--- config.mk ---
export PLATFORM = sky130hd
export DESIGN_NAME = adsr_voice_scheduler
export DESIGN_NICKNAME = d
export VERILOG_FILES = /design/src/rtl/adsr_voice_scheduler_pkg.sv /design/src/rtl/adsr_voice_scheduler_flags.sv /design/src/rtl/adsr_voice_scheduler.sv
export SDC_FILE = /design/constraint.sdc
export NUM_CORES = 1
export LEC_CHECK = 0
export BUFFER_PORTS_ARGS = -buffer_cell sky130_fd_sc_hd__buf_4
export CORE_ASPECT_RATIO = 0.6
export CORE_MARGIN = 1.5
export CORE_UTILIZATION = 55
export DETAILED_ROUTE_END_ITERATION = 6
export PLACE_DENSITY = 0.78
export REMOVE_ABC_BUFFERS = 1
export SETUP_SLACK_MARGIN = 0.4
export SLEW_MARGIN = 20
export SYNTH_ARGS = -nofsm -noshare
export SYNTH_HDL_FRONTEND = slang
export SYNTH_SLANG_ARGS = --single-unit
--- constraint.sdc ---
create_clock -name clk -period 2.69 [get_ports clk]
set_clock_uncertainty 0.05 [all_clocks]
set_input_delay 0.1345 -clock clk [delete_from_list [all_inputs] [get_ports clk]]
set_output_delay 0.1345 -clock clk [all_outputs]
set_load 0.05 [all_outputs]
--- src/rtl/adsr_voice_scheduler_pkg.sv ---
// Shared encodings for the ADSR voice scheduler: envelope state codes, field widths,
// and the scheduler FSM states.
package adsr_voice_scheduler_pkg;
  localparam int STATE_W = 3;
  localparam int VOL_W   = 18;

  typedef enum logic [STATE_W-1:0] {
    ADSR_BLANK   = 3'd0,
    ADSR_ATTACK  = 3'd1,
    ADSR_DECAY   = 3'd2,
    ADSR_SUSTAIN = 3'd3,
    ADSR_RELEASE = 3'd4
  } adsr_state_e;

  typedef enum logic {
    SCH_IDLE  = 1'b0,
    SCH_SWEEP = 1'b1
  } sched_state_e;
endpackage

--- src/rtl/adsr_voice_scheduler_flags.sv ---
// Per-voice pending note-on/note-off flags (module adsr_voice_flags).
// With ADSR_ALL_OFF_EN defined, a broadcast release input overrides everything else.
module adsr_voice_flags (
  input  logic clk,
  input  logic rst,
  input  logic set_on,
  input  logic set_off,
  input  logic step_clr,
`ifdef ADSR_ALL_OFF_EN
  input  logic all_off,
`endif
  output logic pressed,
  output logic released
);
  logic pressed_q, pressed_d;
  logic released_q, released_d;

  // Later assignments win: step clear < event < broadcast release.
  always_comb begin
    pressed_d  = pressed_q;
    released_d = released_q;
    if (step_clr) begin
      pressed_d  = 1'b0;
      released_d = 1'b0;
    end
    if (set_on) begin
      pressed_d  = 1'b1;
      released_d = 1'b0;
    end
    if (set_off) begin
      pressed_d  = 1'b0;
      released_d = 1'b1;
    end
`ifdef ADSR_ALL_OFF_EN
    if (all_off) begin
      pressed_d  = 1'b0;
      released_d = 1'b1;
    end
`endif
  end

  always_ff @(posedge clk) begin
    if (rst) begin
      pressed_q  <= 1'b0;
      released_q <= 1'b0;
    end else begin
      pressed_q  <= pressed_d;
      released_q <= released_d;
    end
  end

  assign pressed  = pressed_q;
  assign released = released_q;
endmodule

--- src/rtl/adsr_voice_scheduler.sv ---
// Time-multiplexed ADSR voice scheduler: every TICK_DIV clocks it sweeps all voices through an
// external step function and streams the new volumes. Optional macro: ADSR_ALL_OFF_EN (all_off port).
module adsr_voice_scheduler
  import adsr_voice_scheduler_pkg::*;
#(
  parameter int NVOICE   = 8,
  parameter int TICK_DIV = 64,
  localparam int VW      = $clog2(NVOICE),
  localparam int CW      = $clog2(TICK_DIV)
) (
  input  logic               clk,
  input  logic               rst,
  input  logic               evt_valid,
  output logic               evt_ready,
  input  logic               evt_on,
  input  logic [VW-1:0]      evt_voice,
  output logic [STATE_W-1:0] step_state,
  output logic [VOL_W-1:0]   step_volume,
  output logic               step_pressed,
  output logic               step_released,
  input  logic [STATE_W-1:0] step_next_state,
  input  logic [VOL_W-1:0]   step_next_volume,
  output logic               vol_valid,
  output logic [VW-1:0]      vol_voice,
  output logic [VOL_W-1:0]   vol_data,
`ifdef ADSR_ALL_OFF_EN
  input  logic               all_off,
`endif
  output logic               sweep_done
);
  localparam logic [CW-1:0] TICK_LAST  = CW'(TICK_DIV - 1);
  localparam logic [VW-1:0] VOICE_LAST = VW'(NVOICE - 1);

  sched_state_e        fsm_q, fsm_d;
  logic [CW-1:0]       cnt_q, cnt_d;
  logic [VW-1:0]       idx_q, idx_d;
  logic [STATE_W-1:0]  state_q [NVOICE];
  logic [STATE_W-1:0]  state_d [NVOICE];
  logic [VOL_W-1:0]    vol_q [NVOICE];
  logic [VOL_W-1:0]    vol_d [NVOICE];
  logic                vol_valid_q, vol_valid_d;
  logic [VW-1:0]       vol_voice_q, vol_voice_d;
  logic [VOL_W-1:0]    vol_data_q, vol_data_d;
  logic                done_q, done_d;
  logic                rdy_q, rdy_d;
  logic [NVOICE-1:0]   step_clr, pressed, released;
  logic                evt_fire;

  assign evt_fire = evt_valid & rdy_q;

  always_comb begin
    fsm_d       = fsm_q;
    idx_d       = idx_q;
    cnt_d       = (cnt_q == TICK_LAST) ? '0 : cnt_q + 1'b1;
    state_d     = state_q;
    vol_d       = vol_q;
    vol_valid_d = 1'b0;
    vol_voice_d = vol_voice_q;
    vol_data_d  = vol_data_q;
    done_d      = 1'b0;
    rdy_d       = 1'b1;
    step_clr    = '0;
    case (fsm_q)
      SCH_IDLE: begin
        if (cnt_q == TICK_LAST) begin
          fsm_d = SCH_SWEEP;
          idx_d = '0;
        end
      end
      SCH_SWEEP: begin
        state_d[idx_q]  = step_next_state;
        vol_d[idx_q]    = step_next_volume;
        step_clr[idx_q] = 1'b1;
        vol_valid_d     = 1'b1;
        vol_voice_d     = idx_q;
        vol_data_d      = step_next_volume;
        if (idx_q == VOICE_LAST) begin
          fsm_d  = SCH_IDLE;
          idx_d  = '0;
          done_d = 1'b1;
        end else begin
          idx_d = idx_q + 1'b1;
        end
      end
      default: fsm_d = SCH_IDLE;
    endcase
  end

  always_ff @(posedge clk) begin
    if (rst) begin
      fsm_q       <= SCH_IDLE;
      cnt_q       <= '0;
      idx_q       <= '0;
      vol_valid_q <= 1'b0;
      vol_voice_q <= '0;
      vol_data_q  <= '0;
      done_q      <= 1'b0;
      rdy_q       <= 1'b0;
      for (int i = 0; i < NVOICE; i++) begin
        state_q[i] <= STATE_W'(ADSR_BLANK);
        vol_q[i]   <= '0;
      end
    end else begin
      fsm_q       <= fsm_d;
      cnt_q       <= cnt_d;
      idx_q       <= idx_d;
      vol_valid_q <= vol_valid_d;
      vol_voice_q <= vol_voice_d;
      vol_data_q  <= vol_data_d;
      done_q      <= done_d;
      rdy_q       <= rdy_d;
      state_q     <= state_d;
      vol_q       <= vol_d;
    end
  end

  for (genvar g = 0; g < NVOICE; g++) begin : g_flags
    logic hit;
    assign hit = evt_fire && (evt_voice == VW'(g));
    adsr_voice_flags u_flags (
      .clk      (clk),
      .rst      (rst),
      .set_on   (hit & evt_on),
      .set_off  (hit & ~evt_on),
      .step_clr (step_clr[g]),
`ifdef ADSR_ALL_OFF_EN
      .all_off  (all_off),
`endif
      .pressed  (pressed[g]),
      .released (released[g])
    );
  end

  // idx_q rests at 0 in IDLE, so the step view shows voice 0 with its flags masked.
  assign step_state    = state_q[idx_q];
  assign step_volume   = vol_q[idx_q];
  assign step_pressed  = (fsm_q == SCH_SWEEP) & pressed[idx_q];
  assign step_released = (fsm_q == SCH_SWEEP) & released[idx_q];
  assign vol_valid     = vol_valid_q;
  assign vol_voice     = vol_voice_q;
  assign vol_data      = vol_data_q;
  assign sweep_done    = done_q;
  assign evt_ready     = rdy_q;
endmodule
=== Yosys cells after proc, flatten, opt, wreduce, memory -nomap -nowiden ===
Cells that the tools add are included.

* Register bits: 218
* Bits of input ports: 28
* Logic and storage cells: 175

* Add/subtract/negate cells: 2
* Order comparisons: 4
* Equal/unequal tests: 10
* Mux-type cells: 60
* Bitwise operators: 22
* Reduce and logical (&&, ||, !) cells: 37

{| class="wikitable"
|+ Operators with widths
! kind !! number
|-
| $bwmux W144 || 1
|-
| $bmux W18 S3 || 1
|-
| $demux W18 S3 || 1
|-
| $mux W18 || 3
|-
| $mux W1 || 40
|-
| $bwmux W24 || 1
|-
| $reduce_bool A3 Y1 || 8
|-
| $reduce_or A2 Y1 || 10
|-
| $and A1 B1 Y1 || 19
|-
| $reduce_bool A2 Y1 || 8
|-
| $eq A3 B3 Y1 const B || 5
|-
| $mux W3 || 5
|-
| $logic_and A1 B1 Y1 || 10
|-
| $bmux W3 S3 || 1
|-
| $demux W3 S3 || 1
|-
| $mux W8 || 1
|-
| $add A6 B1 Y6 const B || 1
|-
| $bmux W1 S3 || 2
|-
| $eq A3 B2 Y1 const B || 2
|-
| $eq A6 B6 Y1 const B || 1
|-
| $pmux W3 S2 || 1
|-
| $ge A4 B4 Y1 const B || 1
|-
| $lt A3 B4 Y1 const B || 1
|-
| $lt A4 B1 Y1 const B || 1
|-
| other kinds (9) || 10
|}

=== Longest topological paths before layout ===
Gate-level depths: netlist (run 1).

* Word-level depth: 8
* Depth in mapped cells: 6

=== Modules after synthesis ===
A second synthesis (run 1) with hierarchy kept.

* Cell total of the unflattened synthesis: 1059
* Area, all modules: 9202.6 µm²

{| class="wikitable"
|+ Modules (own cells, without submodules)
! module !! times used !! cells an instance !! area each (µm²) !! seq. area each (µm²)
|-
| adsr_voice_scheduler || 1 || 995 || 8602.0 || 4043.9
|-
| adsr_voice_flags || 8 || 8 || 75.1 || 40.0
|}

=== Least setup slack after synthesis (run 1) ===
Ideal clock, no wire load.

* Path kind: reg-to-output
* Start: register idx_q[0]
* End: output port step_released
* Data arrival time: 1.854 ns
* Slack: 0.651 ns
* Stages on the path, launching flop included: 6
* Path through: dfxtp_1 > buf_6 > buf_8 > mux2i_1 > mux4_1 > nor2b_1

* Longest elaborated chain between the ends: 3

{| class="wikitable"
|+ Ends and longest elaborated chain
! element !! line !! RTL
|-
| start: declaration || adsr_voice_scheduler.sv:36 || <nowiki>logic [VW-1:0] idx_q, idx_d;</nowiki>
|-
| start signal: assignment || adsr_voice_scheduler.sv:106 || <nowiki>idx_q <= idx_d;</nowiki>
|-
| $bmux W1 S3 || adsr_voice_scheduler.sv:138 || <nowiki>assign step_released = (fsm_q == SCH_SWEEP) & released[idx_q];</nowiki>
|-
| $mux W1 (not written as such) || adsr_voice_scheduler.sv:138 ||
|-
| $and A1 B1 Y1 || adsr_voice_scheduler.sv:138 ||
|-
| end: declaration || adsr_voice_scheduler.sv:20 || <nowiki>output logic step_released,</nowiki>
|}

No other way between the ends. The select of a mux whose other input is x is not followed.

=== Final worst setup path (run 1) ===
* Start: register idx_q[0]
* End: output port step_volume[14]

* Longest elaborated chain between the ends: 4

{| class="wikitable"
|+ Ends and longest elaborated chain
! element !! line !! RTL
|-
| $not A3 Y4 (not written as such) || adsr_voice_scheduler.sv:136 || <nowiki>assign step_volume = vol_q[idx_q];</nowiki>
|-
| $bmux W18 S3 || adsr_voice_scheduler.sv:136 ||
|-
| $mux W18 (not written as such) (2 in a row) || adsr_voice_scheduler.sv:136 ||
|-
| end: declaration || adsr_voice_scheduler.sv:18 || <nowiki>output logic [VOL_W-1:0] step_volume,</nowiki>
|}

No other way between the ends. The select of a mux whose other input is x is not followed.

==> out/metrics.cfg, run 1 <==
[finish]
num_antenna_cells=0
multi_input_area_um2=4470
ff_latch_area_um2=4370
fill_cells=1324
final_nets=1201
drive_gt1_share_pct=18.1
area_growth_pct=19.1

[floorplanning]
rows=36
die_w_um=172
start_util_pct=57.1
core_um2=16500
die_area_um2=17900
fp.dieH_um=104
io-pin-count=75

[clock_tree]
cts_root_buf=clkbuf_16
clk_pin_slew_ns=0.06
clockBufferDepth=3
numCtsBuffers=21
h-tree-depth=1
cts_sinks=218
cts_tree=done
insertion_delay_ns=0.49

[worst_setup_path]
slowest_stage=mux4_2
worst_ep_arrival_time_ns=2.05
path_cells=buf_6, clkbuf_16, mux4_2, nand2_1, nand2_1, buf_4
cpMostUsedCell=nand2_1
cpPeakStageDelay_ns=0.49
startpoint_type=flip-flop
crit_type=reg2out
critPathMaxFanout=6
crit_path_end_kind=output port
crit_required_ns=2.51

[outcome]
status=completed

[global_route]
grt_pass1_wl_um=41000
grt_max_degree=133
grt_util_all_layers_pct=29.0
grt-ovfl-total=0
grt_pass1_vias=7727
antenna_found_initial=0

[yosys]
yosysUniqueCellTypes=40
synth_area_um2=9410
syn-instance-count=1100
yosys-top-cells-area=dfxtp_1 (46%), nand2_1 (16%), mux4_2 (10%)
ys_seq_area_share_pct=46.4
synth_most_common_cell=nand2_1
synth_top_cell_area_share_pct=46.4
synth.largest_area_cell=dfxtp_1
ys_async_sr_fraction_pct=0
ys.flop_type=dfxtp_1
synth-seq-cells=218
synth_common_cells=nand2_1 (402), dfxtp_1 (218), a21oi_1 (187)
avgSynthCellArea_um2=8.56
ys_warn_count=0
synth_enable_flop_cells=0

[sta]
period_needed_ns=2.23
fmax_mhz=448
max_slew_margin_pct=46.5
drv_slew=0
setup_ws_ns=0.458
hold_viol_final=0
rsz0062_at_grt=true
setup_viol=0
finalCritPeriodShare_pct=83.0
worst_pin_slew_ns=0.794

[drt]
drtPass1Iterations=5
ant_nets=0
via_per_inst=5.84
wirelength_um=26100
wl_per_cell_um=18.5
drc_errors=0
num_vias=8239
drtIter0Drc=1012

[job]
maxCapViolations=0

[power]
p_leak_uw=0.00388
power_per_cell_area_nw_per_um2=566
total_power_uw=6350
peakVddDrop_v=0.000463

[placement]
hpwl_um=15400
port_buffers=74
gp_congestion=0.808
dp_slack_ns=0.452

[worst_hold_path]
hp-class=in2reg

## worst max-delay path, delay by kind of cell (launching register included)
kind | cells | cell delay (ns)
flip-flops | 1 | 0.39
multiplexers | 1 | 0.49
buffers and inverters | 3 | 0.52
AND/OR/NAND/NOR | 2 | 0.15
## sequential cells by signal, summed over array words and instances, names as in the netlist
name,flops
vol_q,144
state_q,24
vol_data,18
g_flags.u_flags.pressed,8
g_flags.u_flags.released,8
cnt_q,6
idx_q,3
vol_voice,3
evt_ready,1
fsm_q,1
sweep_done,1
vol_valid,1
## layout make-up
cell class              instances  area share (%)
well taps                     228            2.54
clock inverters                 4           0.457
multi-input cells             769            39.8
flip-flops and latches        218            39.0
clock buffers                  31            5.47
repair buffers                156            12.5
inverters                       4           0.167
## worst paths after layout
| kind | to | slack, ns | cells after the start | start |
|---|---|---|---|---|
| min reg2reg | cnt_q[0] | 0.40 | 1 | cnt_q[0] |
| max | step_volume[14] | 0.46 | 6 | idx_q[0] |
| max reg2reg | vol_q[129] | 0.57 | 6 | idx_q[0] |
| min | g_flags[2].u_flags.pressed | 0.12 | 4 | evt_voice[2] |
## per-layer routing
| layer | vias up | global-route usage (%) | routed length [um] |
|---|---|---|---|
| li1 | 3834 | - | - |
| met5 | - | 0 | 0 |
| met3 | 63 | 4.68 | 2410 |
| met2 | 391 | 45.0 | 11700 |
| met4 | 0 | 8.07 | 644 |
| met1 | 3951 | 41.8 | 11400 |
## report_power, final
group | total, uW | switching (uW) | internal, uW
sequential | 3240 | 5.61 | 3230
clock | 2910 | 1230 | 1670
combinational | 207 | 135 | 72.3
total | 6350 | 1370 | 4980
## per-stage QoR
stage          cells  utilization [%]  setup TNS (ns)  area [um2]  hold WS [ns]
6_report        1410             68.0               0       11200         0.115
5_1_grt         1410             68.0               0       11200         0.136
4_1_cts         1399             67.3               0       11100         0.111
3_5_place_dp    1332             61.0               0       10100         0.389
3_3_place_gp    1332             61.0               0       10100         0.386
2_1_floorplan    991                -         -139.32        8850         0.154
## what timing repair did
item,4_1_cts,5_1_grt
cloned,0,1
endpoints found under the setup margin,23,17
endpoints found under the hold margin,204,0
hold buffers,26,0
resized for setup,4,6
setup buffers,6,10
## cell usage in the layout, fill, tap and decap left out, types with 4 or more instances in the layout
| master | n |
|---|---|
| clkbuf_1 | 5 |
| mux4_2 | 43 |
| o211ai_1 | 12 |
| nand2_1 | 402 |
| buf_12 | 8 |
| buf_6 | 8 |
| mux2i_1 | 29 |
| buf_4 | 112 |
| nor2_1 | 28 |
| or3_1 | 8 |
| dfxtp_1 | 214 |
| clkbuf_16 | 22 |
| a21oi_1 | 187 |
| nand3_1 | 10 |
| dlygate4sd3_1 | 26 |
| clkbuf_8 | 5 |
| o311ai_0 | 4 |
| nor2b_1 | 6 |
## kinds of logic after synthesis
logic type	after synthesis	synth area share, %
multiplexers	74	13.8
AO/OA/AOI/OAI	208	11.6
AND/OR/NAND/NOR	481	21.4
adder cells (fa/ha/maj)	3	0.399
flip-flops	218	46.4
XOR/XNOR	3	0.279
buffers and inverters	113	6.19
(Power assumes the default switching activity.)
==> run 2, diff against run 1 <==
- clock period: 2.69 -> 2.1 ns (I/O delays scaled with it)
==> out/metrics.cfg, run 2 (synthesized netlist as in run 1, its figures left out) <==
[worst_hold_path]
min_to=g_flags[0].u_flags.pressed
hold-path-cell-count=4
hp-class=in2reg
min-delay-start=evt_voice[2]

[clock_tree]
insertion_delay_ns=0.50
cts_root_buf=clkbuf_16
clockBufferDepth=3
clk_pin_slew_ns=0.07
numCtsBuffers=20
cts_tree=done
cts_sinks=218
h-tree-depth=1

[floorplanning]
start_util_pct=57.1
die_area_um2=17900
rows=36
io-pin-count=75
core_um2=16500
fp.dieH_um=104
die_w_um=172

[outcome]
violations=negative setup slack
status=finished, violations left

[drt]
drtIter0Drc=1277
ant_nets=0
wirelength_um=30900
via_per_inst=6.26
num_vias=8993
drc_errors=0
wl_per_cell_um=21.5
drtPass1Iterations=5

[power]
peakVddDrop_v=0.000521
total_power_uw=8150
p_leak_uw=0.00436
power_per_cell_area_nw_per_um2=651

[worst_setup_path]
crit_path_end_kind=output port
critPathMaxFanout=5
r2r-end=vol_q[67]
regToRegSetupSlack_ns=0.23
crit_required_ns=1.95
reg2regPathDepth=8
crit_type=reg2out
startpoint_type=flip-flop
worst_ep_arrival_time_ns=2.08
r2r_start=idx_q[0]

[global_route]
grt_pass1_wl_um=43000
grt-ovfl-total=0
grt_pass1_vias=8187
grt_max_degree=106
grt_util_all_layers_pct=30.2
antenna_found_initial=0

[sta]
setup_ws_ns=-0.130
finalCritPeriodShare_pct=106
setup_viol=23
rsz0062_at_grt=true
period_needed_ns=2.23
drv_slew=0
hold_viol_final=0
fmax_mhz=448
max_slew_margin_pct=58.0
tns_ns=-1.36
worst_pin_slew_ns=0.629

[placement]
port_buffers=74
placed_cells=1340
gp_congestion=0.834
hpwl_um=16100

[finish]
top_register=vol_q
finish.utilization_pct=76.0
drive_gt1_share_pct=32.1
final_common_cell=nand2_1
mostFrequentLayoutCells=nand2_1 (321), dfxtp_1 (214), a21oi_1 (128), buf_4 (88), a21oi_2 (59)
area_growth_pct=33.0
num_antenna_cells=0
final_cells=1437
largest_reg_flops=144
final_nets=1226

[job]
maxCapViolations=0

[run 2: cell types whose count changed in the layout (fill, tap and decap cells not counted), moves of 3 or more]
cell       previous run  this run
a21oi_1             187       128
a21oi_2               0        59
buf_12                8        17
buf_4               112        88
buf_6                 8        33
buf_8                 0        11
clkbuf_16            22        25
nand2_1             402       321
nand2_2               0        26
nand2_4               0        55
[run 2: how the worst max path moves through the flow]
stage	from	endpoint	depth (start not counted)
6_report	idx_q[0]	step_volume[13]	7
5_1_grt	idx_q[0]	step_volume[9]	7
4_1_cts	idx_q[1]	step_volume[3]	5
3_5_place_dp	idx_q[0]	vol_q[113]	3
3_3_place_gp	idx_q[0]	vol_q[120]	3
2_1_floorplan	idx_q[0]	g_flags[3].u_flags.pressed	3
[run 2: report_power, final]
group	total, uW	switching, uW	internal, uW
registers	4150	7.52	4140
logic	298	202	95.4
clock network	3700	1600	2100
[run 2: layout make-up]
type | instances | area (um2)
inverters | 4 | 18.8
clock buffers | 31 | 603
repair inverters | 1 | 7.51
multi-input cells | 769 | 5210
well taps | 228 | 285
clock inverters | 5 | 50.0
fillers | 1007 | 3960
flip-flops and latches | 218 | 4380
repair buffers | 181 | 1970
[run 2: critical path, stage by stage, from the launching register on]
cell	delay (ns)
dfxtp_4	0.38
buf_12	0.15
buf_6	0.10
buf_8	0.11
mux4_2	0.50
nand2_1	0.09
nand2_1	0.09
buf_6	0.16
[run 2: through the flow]
stage	instance area, um2	setup slack [ns]	hold WS [ns]
global route	12500	-0.178	0.113
detailed placement	10100	0.0879	0.365
floorplan	8850	-1.70	0.124
finish	12500	-0.130	0.0878
CTS	11500	-0.107	0.0888
global placement	10100	0.202	0.361
[run 2: per-layer routing]
metal | up-vias | GRT usage [%] | share of wire [%]
met5 | - | 0 | 0
met4 | 0 | 8.94 | 4.2
met3 | 140 | 6.35 | 12
met2 | 647 | 45.6 | 45
met1 | 4311 | 43.4 | 39
li1 | 3895 | - | -
[run 2: repair_timing]
action,CTS,global route
gates resized for setup,60,223
setup buffers,19,7
hold endpoints to repair,203,0
endpoints found under the setup margin,116,120
cloned,4,6
hold buffers,25,0
pin swaps,16,125
